**src/rtl/arbitro_decodificador.sv**
```systemverilog
// Round-robin arbiter feeding a shared ADDR_W-to-2^ADDR_W one-hot decoder.
// Each grant drives S for HOLD cycles, pulses done on the last one, then idles one GAP cycle.
module arbitro_decodificador #(
  parameter int N_REQ  = 4,
  parameter int ADDR_W = 3,
  parameter int HOLD   = 4
) (
  input  logic                      clk,
  input  logic                      rst_n,
  input  logic [N_REQ-1:0]          req,
  input  logic [N_REQ*ADDR_W-1:0]   addr,
  output logic [(1<<ADDR_W)-1:0]    S,
  output logic [N_REQ-1:0]          gnt,
  output logic [N_REQ-1:0]          done,
  output logic                      busy
);

  localparam int OUT_W = 1 << ADDR_W;
  localparam int PW    = (N_REQ > 1) ? $clog2(N_REQ) : 1;
  localparam int CW    = (HOLD > 1) ? $clog2(HOLD) : 1;
  localparam logic [PW:0] N_EXT = (PW+1)'(N_REQ);

  typedef enum logic [1:0] {IDLE, ACTIVE, GAP} state_t;

  state_t             state_q, state_d;
  logic [PW-1:0]      ptr_q, ptr_d;
  logic [CW-1:0]      cnt_q, cnt_d;
  logic [N_REQ-1:0]   gnt_q, gnt_d;
  logic [OUT_W-1:0]   s_q, s_d;

  logic [ADDR_W-1:0]  addr_arr [N_REQ];
  logic [2*N_REQ-1:0] req_dbl;
  logic [N_REQ-1:0]   req_rot;
  logic [PW-1:0]      off;
  logic [PW:0]        sum, sum_wrap;
  logic [PW-1:0]      win_idx, ptr_next;
  logic               win_valid;

  for (genvar gi = 0; gi < N_REQ; gi++) begin : g_addr
    assign addr_arr[gi] = addr[gi*ADDR_W +: ADDR_W];
  end

  // Rotating the doubled request vector by ptr turns round-robin into a fixed-priority search.
  assign req_dbl = {req, req};
  assign req_rot = req_dbl[{1'b0, ptr_q} +: N_REQ];

  always_comb begin
    off       = '0;
    win_valid = |req;
    for (int k = N_REQ - 1; k >= 0; k--) begin
      if (req_rot[k]) off = PW'(k);
    end
  end

  assign sum      = {1'b0, ptr_q} + {1'b0, off};
  assign sum_wrap = sum - N_EXT;
  assign win_idx  = (sum >= N_EXT) ? sum_wrap[PW-1:0] : sum[PW-1:0];
  assign ptr_next = (win_idx == PW'(N_REQ - 1)) ? '0 : win_idx + PW'(1);

  // State register
  always_ff @(posedge clk or negedge rst_n) begin
    if (!rst_n) state_q <= IDLE;
    else        state_q <= state_d;
  end

  // Next-state logic
  always_comb begin
    state_d = state_q;
    case (state_q)
      IDLE:    if (win_valid) state_d = ACTIVE;
      ACTIVE:  if (cnt_q == '0) state_d = GAP;
      GAP:     state_d = IDLE;
      default: state_d = IDLE;
    endcase
  end

  always_comb begin
    ptr_d = ptr_q;
    cnt_d = cnt_q;
    gnt_d = gnt_q;
    s_d   = s_q;
    case (state_q)
      IDLE: begin
        if (win_valid) begin
          ptr_d = ptr_next;
          cnt_d = CW'(HOLD - 1);
          gnt_d = N_REQ'(1) << win_idx;
          s_d   = OUT_W'(1) << addr_arr[win_idx];
        end
      end
      ACTIVE: begin
        if (cnt_q != '0) begin
          cnt_d = cnt_q - CW'(1);
        end else begin
          gnt_d = '0;
          s_d   = '0;
        end
      end
      default: ;
    endcase
  end

  always_ff @(posedge clk or negedge rst_n) begin
    if (!rst_n) begin
      ptr_q <= '0;
      cnt_q <= '0;
      gnt_q <= '0;
      s_q   <= '0;
    end else begin
      ptr_q <= ptr_d;
      cnt_q <= cnt_d;
      gnt_q <= gnt_d;
      s_q   <= s_d;
    end
  end

  // Output logic: done marks the last ACTIVE cycle of the current grant.
  always_comb begin
    done = '0;
    busy = (state_q != IDLE);
    if (state_q == ACTIVE && cnt_q == '0) done = gnt_q;
  end

  assign S   = s_q;
  assign gnt = gnt_q;

endmodule

```
**config.mk**
```make
export PLATFORM = sky130hd
export DESIGN_NAME = arbitro_decodificador
export DESIGN_NICKNAME = d
export VERILOG_FILES = /design/src/rtl/arbitro_decodificador.sv
export SDC_FILE = /design/constraint.sdc
export NUM_CORES = 1
export LEC_CHECK = 0
export CAP_MARGIN = 20
export CORE_MARGIN = 5
export CORE_UTILIZATION = 54
export DETAILED_ROUTE_END_ITERATION = 7
export GPL_TIMING_DRIVEN = 0
export PLACE_DENSITY = 0.87
export SLEW_MARGIN = 40
export SYNTH_ARGS = -nofsm -noshare
export SYNTH_HDL_FRONTEND = slang
export SYNTH_SLANG_ARGS = --single-unit
```
**constraint.sdc**
```tcl
create_clock -name clk -period 7 [get_ports clk]
set_input_delay 1.4 -clock clk [delete_from_list [all_inputs] [get_ports clk]]
set_output_delay 1.4 -clock clk [all_outputs]
set_load 0.01 [all_outputs]
```
==> results of run 1 <==
[critical path, cell delays in order]
cell	delay, ns
clkdlybuf4s50_1	0.53
or3_2	0.45
o221ai_1	0.21
ha_1	0.35
buf_2	0.26
clkbuf_1	0.39
nand2_1	0.19
nor3b_1	0.23
o21ai_0	0.13
o211ai_1	0.16
[report_power, final]
| group | internal (mW) | switching (mW) | total, mW |
|---|---|---|---|
| Combinational | 0.189 | 0.288 | 0.477 |
| Sequential | 0.138 | 0.0235 | 0.161 |
| Clock | 0.0318 | 0.0347 | 0.0664 |
| Total | 0.359 | 0.346 | 0.704 |
[placed cells by master (no fill, tap or decap), types with 3 or more instances in the layout]
cell type / n
clkdlybuf4s50_1: 32
nand2_1: 28
dfrtp_1: 18
nor2_1: 18
o211ai_1: 16
o21ai_0: 11
mux2i_1: 10
nor4b_1: 10
inv_1: 7
nor4bb_1: 6
ha_1: 6
nor3_1: 5
buf_6: 4
and2_1: 4
nor4_1: 4
nand3_1: 4
and4b_1: 4
buf_2: 3
nor3b_1: 3
clkbuf_4: 3
[registers in the layout, indices dropped and copies added (netlist names)]
name / cells
cnt_q: 2
state_q: 2
S: 8
ptr_q: 2
gnt: 4
[per-layer routing]
metal	part of all wire	vias up	wire length (um)
met5	0	-	0
met4	0.015	0	59
met3	0.059	13	238
met2	0.52	71	2090
met1	0.41	755	1662
li1	-	774	-
[stage by stage]
step	hold WS, ns	setup WS (ns)	cells
after floorplan	0.4576	3.447	188
after global placement	0.4717	2.793	252
after detailed placement	0.4840	2.638	252
after CTS	0.5008	2.977	256
after global routing	0.5320	2.658	256
final	0.5039	2.926	256
[cells in the mapped netlist (all sizes together), types with 5 or more instances]
library cell / instances
and2: 5
buf: 6
dfrtp: 18
ha: 6
inv: 8
mux2i: 10
nand2: 28
nor2: 20
nor3: 5
nor4b: 10
nor4bb: 6
o211ai: 16
o21ai: 11
[logic make-up (layout without fill, tap and decap cells)]
family / count (synthesis) / in the layout / share of synthesized area
xor gates and xnor gates: 3 / 3 / 0.01672
muxes: 10 / 10 / 0.06370
DFF: 18 / 18 / 0.2866
AOI/OAI and AO/OA: 35 / 35 / 0.1505
adders and majority gates: 6 / 6 / 0.04777
buffers and inverters: 17 / 54 / 0.06210
and+or+nand+nor: 99 / 99 / 0.3726
[cell type report]
cell class	count	area (sq um)
Buffer	9	67.56
Clock buffer	4	36.28
Fill cell	221	809.5
Inverter	8	30.03
Multi-Input combinational cell	153	1023
Sequential cell	18	450.4
Tap cell	31	38.79
Timing Repair Buffer	33	325.3
[how the worst max path moves through the flow]
| stage | start | endpoint | slack, ns | cells after the start |
|---|---|---|---|---|
| 2_1_floorplan | req[0] | ptr_q[0]$_DFFE_PN0P_ | 3.45 | 9 |
| 6_report | req[2] | S[3]$_DFFE_PN0P_ | 2.93 | 10 |
| 3_3_place_gp | req[2] | S[5]$_DFFE_PN0P_ | 2.79 | 10 |
| 4_1_cts | req[2] | S[3]$_DFFE_PN0P_ | 2.98 | 10 |
| 5_1_grt | req[2] | ptr_q[0]$_DFFE_PN0P_ | 2.66 | 11 |
| 3_5_place_dp | req[2] | S[5]$_DFFE_PN0P_ | 2.64 | 10 |
==> load_flow_metrics.sql, run 1 <==
INSERT INTO impl_metrics (metric_group, metric, value, unit) VALUES
('sta', 'fin_skew', '0.004177', 'ns'),
('global_route', 'grtUsageMet3', '0.02802', ''),
('placed_design', 'post_dp_cell_area', '1941', 'sq um'),
('sta', 'max_slew_margin', '0.4950', ''),
('synthesis', 'post_synth_main_area_contributors', 'dfrtp_1, o211ai_1, nand2_1', ''),
('layout', 'final_layout_size_suffix_gt1_frac', '0.08889', ''),
('hold_path', 'holdCritStartpoint', 'cnt_q[0]$_DFFE_PN0P_', ''),
('global_route', 'grt_busiest_layer', 'met2', ''),
('route', 'routedWlPerCell', '15.83', 'um'),
('flow_run', 'max_cap_viols', '0', ''),
('clock_tree', 'cts_made_buffers', '3', ''),
('critical_path', 'worst-endpoint-required', '7.23', 'ns'),
('route', 'via_count', '1613', ''),
('synthesis', 'synth.distinct_cells', '42', ''),
('hold_path', 'hp-class', 'reg2reg', ''),
('global_route', 'global_route.usage.total', '0.2017', ''),
('global_route', 'grt_pass1_wl', '6.713', 'mm'),
('global_route', 'grt.overflow.total', '0', ''),
('sta', 'fin_tns_setup', '0', 'ns'),
('power_and_ir_drop', 'total_power', '704.4', 'uW'),
('critical_path', 'critPathLaunchType', 'input pin', ''),
('power_and_ir_drop', 'leakage', '0.8482', 'nW'),
('synthesis', 'synth.yosys.warnings', '0', ''),
('critical_path', 'r2r_setup_slack', '4.00', 'ns'),
('route', 'totalWireLength', '4.052', 'mm'),
('synthesis', 'synth-seq-cells', '18', ''),
('placed_design', 'place.port_buffers', '33', ''),
('hold_path', 'min_path_cells', '1', ''),
('layout', 'antenna-diode-count', '0', ''),
('route', 'drc_marker_count_from_the_first_detailed_route_iteration', '83', ''),
('synthesis', 'sequential_fraction_of_the_synthesis_area', '0.2866', ''),
('synthesis', 'dominantRegCellSynth', 'dfrtp_1', ''),
('clock_tree', 'cts_tree', 'done', ''),
('hold_path', 'hold-path-endpoint', 'cnt_q[0]$_DFFE_PN0P_', ''),
('layout', 'finalInstanceArea', '1972', 'sq um'),
('power_and_ir_drop', 'pwr_density_cell', '357.2', 'nW/um^2'),
('synthesis', 'post-synth-top-area-cell', 'dfrtp_1', ''),
('die', 'placementRows', '19', ''),
('critical_path', 'critPathKind', 'in2reg', ''),
('die', 'area_inside_the_core_boundary', '2781', 'sq um'),
('sta', 'rsz_0062_raised_after_global_routing', 'false', ''),
('clock_tree', 'clk_transition_reported_paths', '0.11', 'ns'),
('global_route', 'global_route.usage.met1', '0.2484', ''),
('synthesis', 'synthesis.nets', '212', ''),
('synthesis', 'synth-edff-count', '0', ''),
('critical_path', 'timing.reg2reg.worst_path_depth', '12', ''),
('route', 'detail-route-antenna-nets', '0', ''),
('global_route', 'grt_antenna_before_repair', '0', ''),
('sta', 'timing_max_transition_violations_final', '0', ''),
('clock_tree', 'cts.repair_timing.setup_buffer_count', '0', ''),
('sta', 'worst_slew_pin_slew', '0.7521', 'ns'),
('global_route', 'grtUsageMet2', '0.3530', ''),
('critical_path', 'critPathMaxFanout', '11', ''),
('critical_path', 'critical_path.reg2reg.endpoint', 'S[3]$_DFFE_PN0P_', ''),
('die', 'die-width', '63.95', 'um'),
('clock_tree', 'post_cts_resize_count', '0', ''),
('sta', 'min_period_over_period', '0.5820', ''),
('die', 'die_height', '63.95', 'um'),
('layout', 'area.growth.synth_to_final', '25.48', '%'),
('clock_tree', 'cts_hold_repair.buffers', '0', ''),
('clock_tree', 'tritoncts_num_sinks', '18', ''),
('critical_path', 'regToRegStartpoint', 'ptr_q[0]$_DFFE_PN0P_', ''),
('run_status', 'status', 'finished, final reports clean', ''),
('synthesis', 'synth.avg_cell_area', '8.359', 'sq um'),
('clock_tree', 'ctsLongestPathBuffers', '2', ''),
('global_route', 'grt_pass1_vias', '1501', ''),
('clock_tree', 'clk_latency', '0.30', 'ns'),
('synthesis', 'synth_area', '1572', 'sq um'),
('clock_tree', 'htree_levels', '1', ''),
('global_route', 'maximum_number_of_pins_on_one_net_before_global_route_repair', '19', ''),
('sta', 'post-route-min-period', '4.074', 'ns');
(Power assumes the default switching activity.)
==> run 2: changes to the inputs <==
Settings changed: CORE_UTILIZATION 54 to 51, PLACE_DENSITY 0.87 to 0.83.
Clock period 7 ns to 4.2 ns, I/O delays scaled along.
==> run 2 against run 1 <==
Flip-flop and latch count did not move. Largest cell class unchanged. Utilization is 5.1 points lower. Highest routed layer unchanged. Combinational power up 64%. Largest power group unchanged. Sequential share of layout area is essentially flat.
==> load_flow_metrics.sql, run 2 (synthesized netlist as in run 1, its figures left out) <==
INSERT INTO impl_metrics (metric_group, metric, value, unit) VALUES
('run_status', 'status', 'finished, final reports clean', ''),
('layout', 'largest_reg_flops', '8', ''),
('placed_design', 'placed_cells_incl_taps', '254', ''),
('route', 'totalWireLength', '3.597', 'mm'),
('power_and_ir_drop', 'leakage', '0.8482', 'nW'),
('placed_design', 'place.port_buffers', '33', ''),
('flow_run', 'max_cap_viols', '0', ''),
('global_route', 'maximum_number_of_pins_on_one_net_before_global_route_repair', '19', ''),
('global_route', 'grt_antenna_before_repair', '0', ''),
('power_and_ir_drop', 'worst_ir_drop_vdd', '0.0003231', 'V'),
('sta', 'hold_violations', '0', ''),
('route', 'via_count', '1510', ''),
('layout', 'layout.core_utilization', '0.6575', ''),
('sta', 'fin_tns_setup', '0', 'ns'),
('critical_path', 'timing.reg2reg.worst_path_depth', '12', ''),
('route', 'detail-route-antenna-nets', '0', ''),
('critical_path', 'regToRegStartpoint', 'ptr_q[0]$_DFFE_PN0P_', ''),
('global_route', 'grt_pass1_vias', '1374', ''),
('power_and_ir_drop', 'total_power', '1.152', 'mW'),
('sta', 'timing_max_transition_violations_final', '0', ''),
('clock_tree', 'cts.repair_timing.setup_buffer_count', '0', ''),
('layout', 'final_cell_count_no_fill', '258', ''),
('sta', 'rsz_0062_raised_after_global_routing', 'false', ''),
('layout', 'final.fill_count', '262', ''),
('placed_design', 'hpwlAfterDp', '2.788', 'mm'),
('layout', 'mostFrequentLayoutCell', 'clkdlybuf4s50_1', ''),
('critical_path', 'cp_cell_sequence', 'clkdlybuf4s50_1 > or3_2 > o221ai_1 > ha_1 > buf_2 > clkbuf_1 > nand2_1 > nor3b_1 > o21ai_0 > o211ai_1', ''),
('critical_path', 'crit_path_max_incr_delay', '0.55', 'ns'),
('sta', 'min_period_over_period', '0.8421', ''),
('die', 'effective_utilization_at_floorplan', '0.5233', ''),
('critical_path', 'critPathMaxFanout', '11', ''),
('critical_path', 'worst-endpoint-required', '4.41', 'ns'),
('clock_tree', 'ctsLongestPathBuffers', '2', ''),
('critical_path', 'setup.worst_path.end_class', 'flop', ''),
('clock_tree', 'post_cts_resize_count', '0', ''),
('die', 'die-width', '65.51', 'um'),
('sta', 'fmaxAchievable', '282.8', 'MHz'),
('route', 'drt_pass1_iterations', '4', ''),
('hold_path', 'hp-class', 'in2async', ''),
('sta', 'post-route-min-period', '3.537', 'ns'),
('route', 'drt_drc_violations_left', '0', ''),
('clock_tree', 'cts_tree', 'done', ''),
('die', 'area_inside_the_core_boundary', '3003', 'sq um'),
('die', 'die_height', '65.51', 'um'),
('clock_tree', 'clk_latency', '0.29', 'ns'),
('sta', 'worst_slew_pin_slew', '0.7277', 'ns'),
('sta', 'report.final.setup_viol', '0', ''),
('clock_tree', 'cts_hold_repair.buffers', '0', ''),
('clock_tree', 'clockRootBuffer', 'clkbuf_4', ''),
('critical_path', 'critPathLaunchType', 'input pin', ''),
('global_route', 'grt.overflow.total', '0', ''),
('die', 'placementRows', '20', ''),
('layout', 'finalInstanceArea', '1974', 'sq um'),
('placed_design', 'gp_routability_congestion', '0.8616', ''),
('sta', 'max_slew_margin', '0.5114', ''),
('critical_path', 'critical_path.slowest_cell', 'clkdlybuf4s50_1', ''),
('clock_tree', 'cts_made_buffers', '3', ''),
('global_route', 'grt_pass1_wl', '6.175', 'mm'),
('route', 'routedWlPerCell', '13.94', 'um'),
('clock_tree', 'htree_levels', '1', ''),
('global_route', 'global_route.usage.total', '0.1778', ''),
('critical_path', 'r2r_setup_slack', '1.20', 'ns'),
('clock_tree', 'tritoncts_num_sinks', '18', ''),
('power_and_ir_drop', 'pwr_density_cell', '583.6', 'nW/um^2'),
('sta', 'fin_skew', '0.002331', 'ns'),
('layout', 'area.growth.synth_to_final', '25.64', '%'),
('placed_design', 'post_dp_cell_area', '1943', 'sq um'),
('critical_path', 'critical_path.reg2reg.endpoint', 'S[5]$_DFFE_PN0P_', ''),
('layout', 'antenna-diode-count', '0', ''),
('critical_path', 'arrival', '3.74', 'ns'),
('critical_path', 'critPathKind', 'in2reg', ''),
('die', 'floorplan.io_pins', '35', ''),
('clock_tree', 'clk_transition_reported_paths', '0.10', 'ns'),
('die', 'dieArea', '4292', 'sq um'),
('layout', 'nNetsFinal', '250', ''),
('layout', 'final_cell_mix', 'clkdlybuf4s50_1, nand2_1, dfrtp_1, nor2_1, o211ai_1', ''),
('layout', 'final_layout_size_suffix_gt1_frac', '0.08889', ''),
('sta', 'hold_ws', '0.4638', 'ns'),
('route', 'drc_marker_count_from_the_first_detailed_route_iteration', '134', ''),
('sta', 'worst_slack', '0.6634', 'ns'),
('route', 'post_drt_via_cell_ratio', '5.853', ''),
('placed_design', 'pre_cts_ws', '0.3903', 'ns');
## run 2: cell counts in the layout (fill, tap and decap cells not counted)
Identical to the previous run, type by type.
## run 2: how the worst max path moves through the flow
stage / from / end / slack, ns / cells after the start
4_1_cts: req[2] / S[5]$_DFFE_PN0P_ / 0.69 / 10
3_3_place_gp: req[2] / S[5]$_DFFE_PN0P_ / 0.45 / 10
6_report: req[2] / S[5]$_DFFE_PN0P_ / 0.66 / 10
5_1_grt: req[2] / S[5]$_DFFE_PN0P_ / 0.34 / 10
3_5_place_dp: req[2] / S[5]$_DFFE_PN0P_ / 0.39 / 10
2_1_floorplan: req[0] / ptr_q[0]$_DFFE_PN0P_ / 1.21 / 9
## run 2: layout make-up
cell class / count / area (sq um) / share of cell area
repair buffers: 33 / 325.3 / 0.1648
well taps: 33 / 41.29 / 0.02091
multi-input cells: 153 / 1023 / 0.5184
plain buffers: 9 / 67.56 / 0.03422
flip-flops and latches: 18 / 450.4 / 0.2281
inverters: 8 / 30.03 / 0.01521
clock buffers: 4 / 36.28 / 0.01838
## run 2: report_power, final
| group | leakage, nW | internal (mW) | total (mW) | switching (mW) |
|---|---|---|---|---|
| Combinational | 0.595 | 0.313 | 0.780 | 0.467 |
| Sequential | 0.233 | 0.230 | 0.267 | 0.0368 |
| Clock | 0.0210 | 0.0527 | 0.106 | 0.0528 |
| Total | 0.848 | 0.595 | 1.15 | 0.557 |
## run 2: worst max-delay path, delay by kind of cell
family | cells | cell delay [ns]
AO/OA/AOI/OAI | 3 | 0.50
adder cells (fa/ha/maj) | 1 | 0.34
buffers and inverters | 3 | 1.18
AND/OR/NAND/NOR | 3 | 0.87
## run 2: routing by layer
metal	GRT usage	wire length, um	up-vias
met5	0	0	-
met4	0.03627	17	0
met3	0.01880	171	2
met2	0.3097	1688	38
met1	0.2377	1721	694
li1	-	-	776
==> run 3: changes to the inputs <==
Clock period 4.2 ns to 3.65 ns, I/O delays scaled along.
==> run 3 against run 2 <==
Register-to-register slack lost 0.46 ns. Largest cell class unchanged. Clock power grew 15%. Largest power group unchanged. Non-clock buffer count shrank 1. Sequential share of layout area is essentially flat. Highest routed layer unchanged. Die area is the same.
==> load_flow_metrics.sql, run 3 (synthesized netlist as in run 1, its figures left out) <==
INSERT INTO impl_metrics (metric_group, metric, value, unit) VALUES
('clock_tree', 'clockRootBuffer', 'clkbuf_4', ''),
('sta', 'hold_violations', '0', ''),
('critical_path', 'cp_cell_sequence', 'clkdlybuf4s50_1 > nand2_1 > o22ai_1 > o21ai_0 > o221ai_1 > ha_1 > xnor2_1 > xnor2_1 > ha_1 > or3_1 > o21ai_0', ''),
('die', 'die-width', '65.51', 'um'),
('die', 'die_height', '65.51', 'um'),
('critical_path', 'critPathMaxFanout', '9', ''),
('layout', 'mostFrequentLayoutCell', 'clkdlybuf4s50_1', ''),
('placed_design', 'hpwlAfterDp', '2.788', 'mm'),
('global_route', 'maximum_number_of_pins_on_one_net_before_global_route_repair', '19', ''),
('layout', 'final_cell_mix', 'clkdlybuf4s50_1, nand2_1, dfrtp_1, nor2_1, o211ai_1', ''),
('power_and_ir_drop', 'worst_ir_drop_vdd', '0.0003647', 'V'),
('route', 'post_drt_via_cell_ratio', '5.868', ''),
('sta', 'max_slew_margin', '0.5008', ''),
('clock_tree', 'cts_hold_repair.buffers', '0', ''),
('critical_path', 'critical-path-top-delay-family', 'XOR/XNOR gates', ''),
('sta', 'timing_max_transition_violations_final', '0', ''),
('die', 'placementRows', '20', ''),
('critical_path', 'timing.reg2reg.worst_path_depth', '11', ''),
('sta', 'hold_ws', '0.3544', 'ns'),
('sta', 'rsz_0062_raised_after_global_routing', 'false', ''),
('power_and_ir_drop', 'power.switching', '639.3', 'uW'),
('layout', 'antenna-diode-count', '0', ''),
('sta', 'report.final.setup_viol', '0', ''),
('run_status', 'status', 'finished, final reports clean', ''),
('critical_path', 'critPathKind', 'in2reg', ''),
('critical_path', 'critical_path.slowest_cell', 'xnor2_1', ''),
('clock_tree', 'ctsLongestPathBuffers', '2', ''),
('power_and_ir_drop', 'combinationalPowerShare', '0.675', ''),
('route', 'drc_marker_count_from_the_first_detailed_route_iteration', '118', ''),
('power_and_ir_drop', 'seqPwrFrac', '0.233', ''),
('placed_design', 'gp_routability_congestion', '0.8616', ''),
('die', 'dieArea', '4292', 'sq um'),
('global_route', 'grt_pass1_vias', '1374', ''),
('critical_path', 'critical_path_depth', '11', ''),
('critical_path', 'critical_path.reg2reg.endpoint', 'ptr_q[0]$_DFFE_PN0P_', ''),
('layout', 'largest_reg_flops', '8', ''),
('route', 'via_count', '1508', ''),
('route', 'drt_pass1_iterations', '4', ''),
('clock_tree', 'clk_latency', '0.29', 'ns'),
('sta', 'fin_tns_setup', '0', 'ns'),
('route', 'detail-route-antenna-nets', '0', ''),
('power_and_ir_drop', 'sw_frac_of_total', '0.4843', ''),
('power_and_ir_drop', 'power.internal', '680.7', 'uW'),
('route', 'totalWireLength', '3.603', 'mm'),
('clock_tree', 'htree_levels', '1', ''),
('clock_tree', 'clk_transition_reported_paths', '0.10', 'ns'),
('critical_path', 'setup.worst_path.end_class', 'flop', ''),
('die', 'floorplan.io_pins', '35', ''),
('critical_path', 'critPathBufInv', '1', ''),
('clock_tree', 'cts_made_buffers', '3', ''),
('clock_tree', 'cts_tree', 'done', ''),
('placed_design', 'place.port_buffers', '33', ''),
('die', 'effective_utilization_at_floorplan', '0.5233', ''),
('global_route', 'grt_antenna_before_repair', '0', ''),
('critical_path', 'critPathLaunchType', 'input pin', ''),
('global_route', 'global_route.usage.total', '0.1778', ''),
('sta', 'post-route-min-period', '3.317', 'ns'),
('layout', 'final_layout_size_suffix_gt1_frac', '0.08929', ''),
('power_and_ir_drop', 'pwr_density_cell', '669.9', 'nW/um^2'),
('sta', 'fin_skew', '0.001422', 'ns'),
('die', 'area_inside_the_core_boundary', '3003', 'sq um'),
('power_and_ir_drop', 'leakage', '0.8470', 'nW'),
('critical_path', 'worst-endpoint-required', '3.86', 'ns'),
('route', 'wl_met3', '162', 'um'),
('route', 'routed_length_on_met2', '1.696', 'mm'),
('route', 'drt_drc_violations_left', '0', ''),
('power_and_ir_drop', 'clock_power_share', '0.092', ''),
('sta', 'fmaxAchievable', '301.4', 'MHz'),
('layout', 'area.growth.synth_to_final', '25.40', '%'),
('sta', 'worst_slew_pin_slew', '0.7435', 'ns'),
('flow_run', 'max_cap_viols', '0', ''),
('critical_path', 'crit_path_max_incr_delay', '0.60', 'ns'),
('critical_path', 'arrival', '3.53', 'ns'),
('clock_tree', 'tritoncts_num_sinks', '18', ''),
('route', 'top_layer_used', 'met4', ''),
('global_route', 'grt_pass1_wl', '6.175', 'mm'),
('critical_path', 'r2r_setup_slack', '0.74', 'ns'),
('sta', 'min_period_over_period', '0.9089', ''),
('route', 'wirelength_met1', '1.726', 'mm'),
('route', 'routedWlPerCell', '14.02', 'um'),
('layout', 'nNetsFinal', '249', ''),
('critical_path', 'regToRegStartpoint', 'ptr_q[0]$_DFFE_PN0P_', ''),
('hold_path', 'hp-class', 'in2async', ''),
('global_route', 'grt.overflow.total', '0', '');
[run 3: cell type report]
type / instances / area [sq um]
clock buffer: 4 / 36.28
buffer: 8 / 63.81
sequential: 18 / 450.4
inverter: 8 / 30.03
timing repair buffer: 33 / 325.3
tap: 33 / 41.29
multi-input combinational: 153 / 1023
fill: 264 / 1032
[run 3: worst max-delay path by stage]
| stage | slack [ns] | end | from |
|---|---|---|---|
| floorplan | 0.77 | ptr_q[0]$_DFFE_PN0P_ | req[0] |
| global placement | 0.006 | S[5]$_DFFE_PN0P_ | req[2] |
| detailed placement | -0.05 | S[5]$_DFFE_PN0P_ | req[2] |
| CTS | 0.25 | S[5]$_DFFE_PN0P_ | req[2] |
| global route | 0.07 | S[0]$_DFFE_PN0P_ | req[2] |
| finish | 0.33 | ptr_q[0]$_DFFE_PN0P_ | req[2] |
[run 3: power by group through the flow]
stage                     clock [mW]  combinational [mW]  sequential (mW)
after floorplan                    0               0.627            0.317
after global placement             0               0.882            0.309
after detailed placement           0               0.898            0.311
after CTS                      0.123               0.902            0.306
after global routing           0.133                1.01            0.317
final                          0.122               0.891            0.307
[run 3: repair_timing]
action,in CTS,in global routing
buffers inserted,0,0
resized for setup,0,0
setup endpoints to repair,0,3
[run 3: per-stage QoR]
step                      instances  setup slack (ns)  cell area [sq um]  power, mW    util
after floorplan                 188            0.7669               1572     0.9437       -
after global placement          254          0.005945               1943      1.191  0.6471
after detailed placement        254          -0.04970               1943      1.209  0.6471
after CTS                       258            0.2465               1979      1.331  0.6592
after global routing            257           0.07246               1971      1.458  0.6563
final                           257            0.3326               1971      1.320  0.6563
[run 3: layer usage]
layer	vias to the layer above	GRT usage
met3	2	0.01880
li1	773	-
met4	0	0.03627
met2	36	0.3097
met1	697	0.2377
met5	-	0
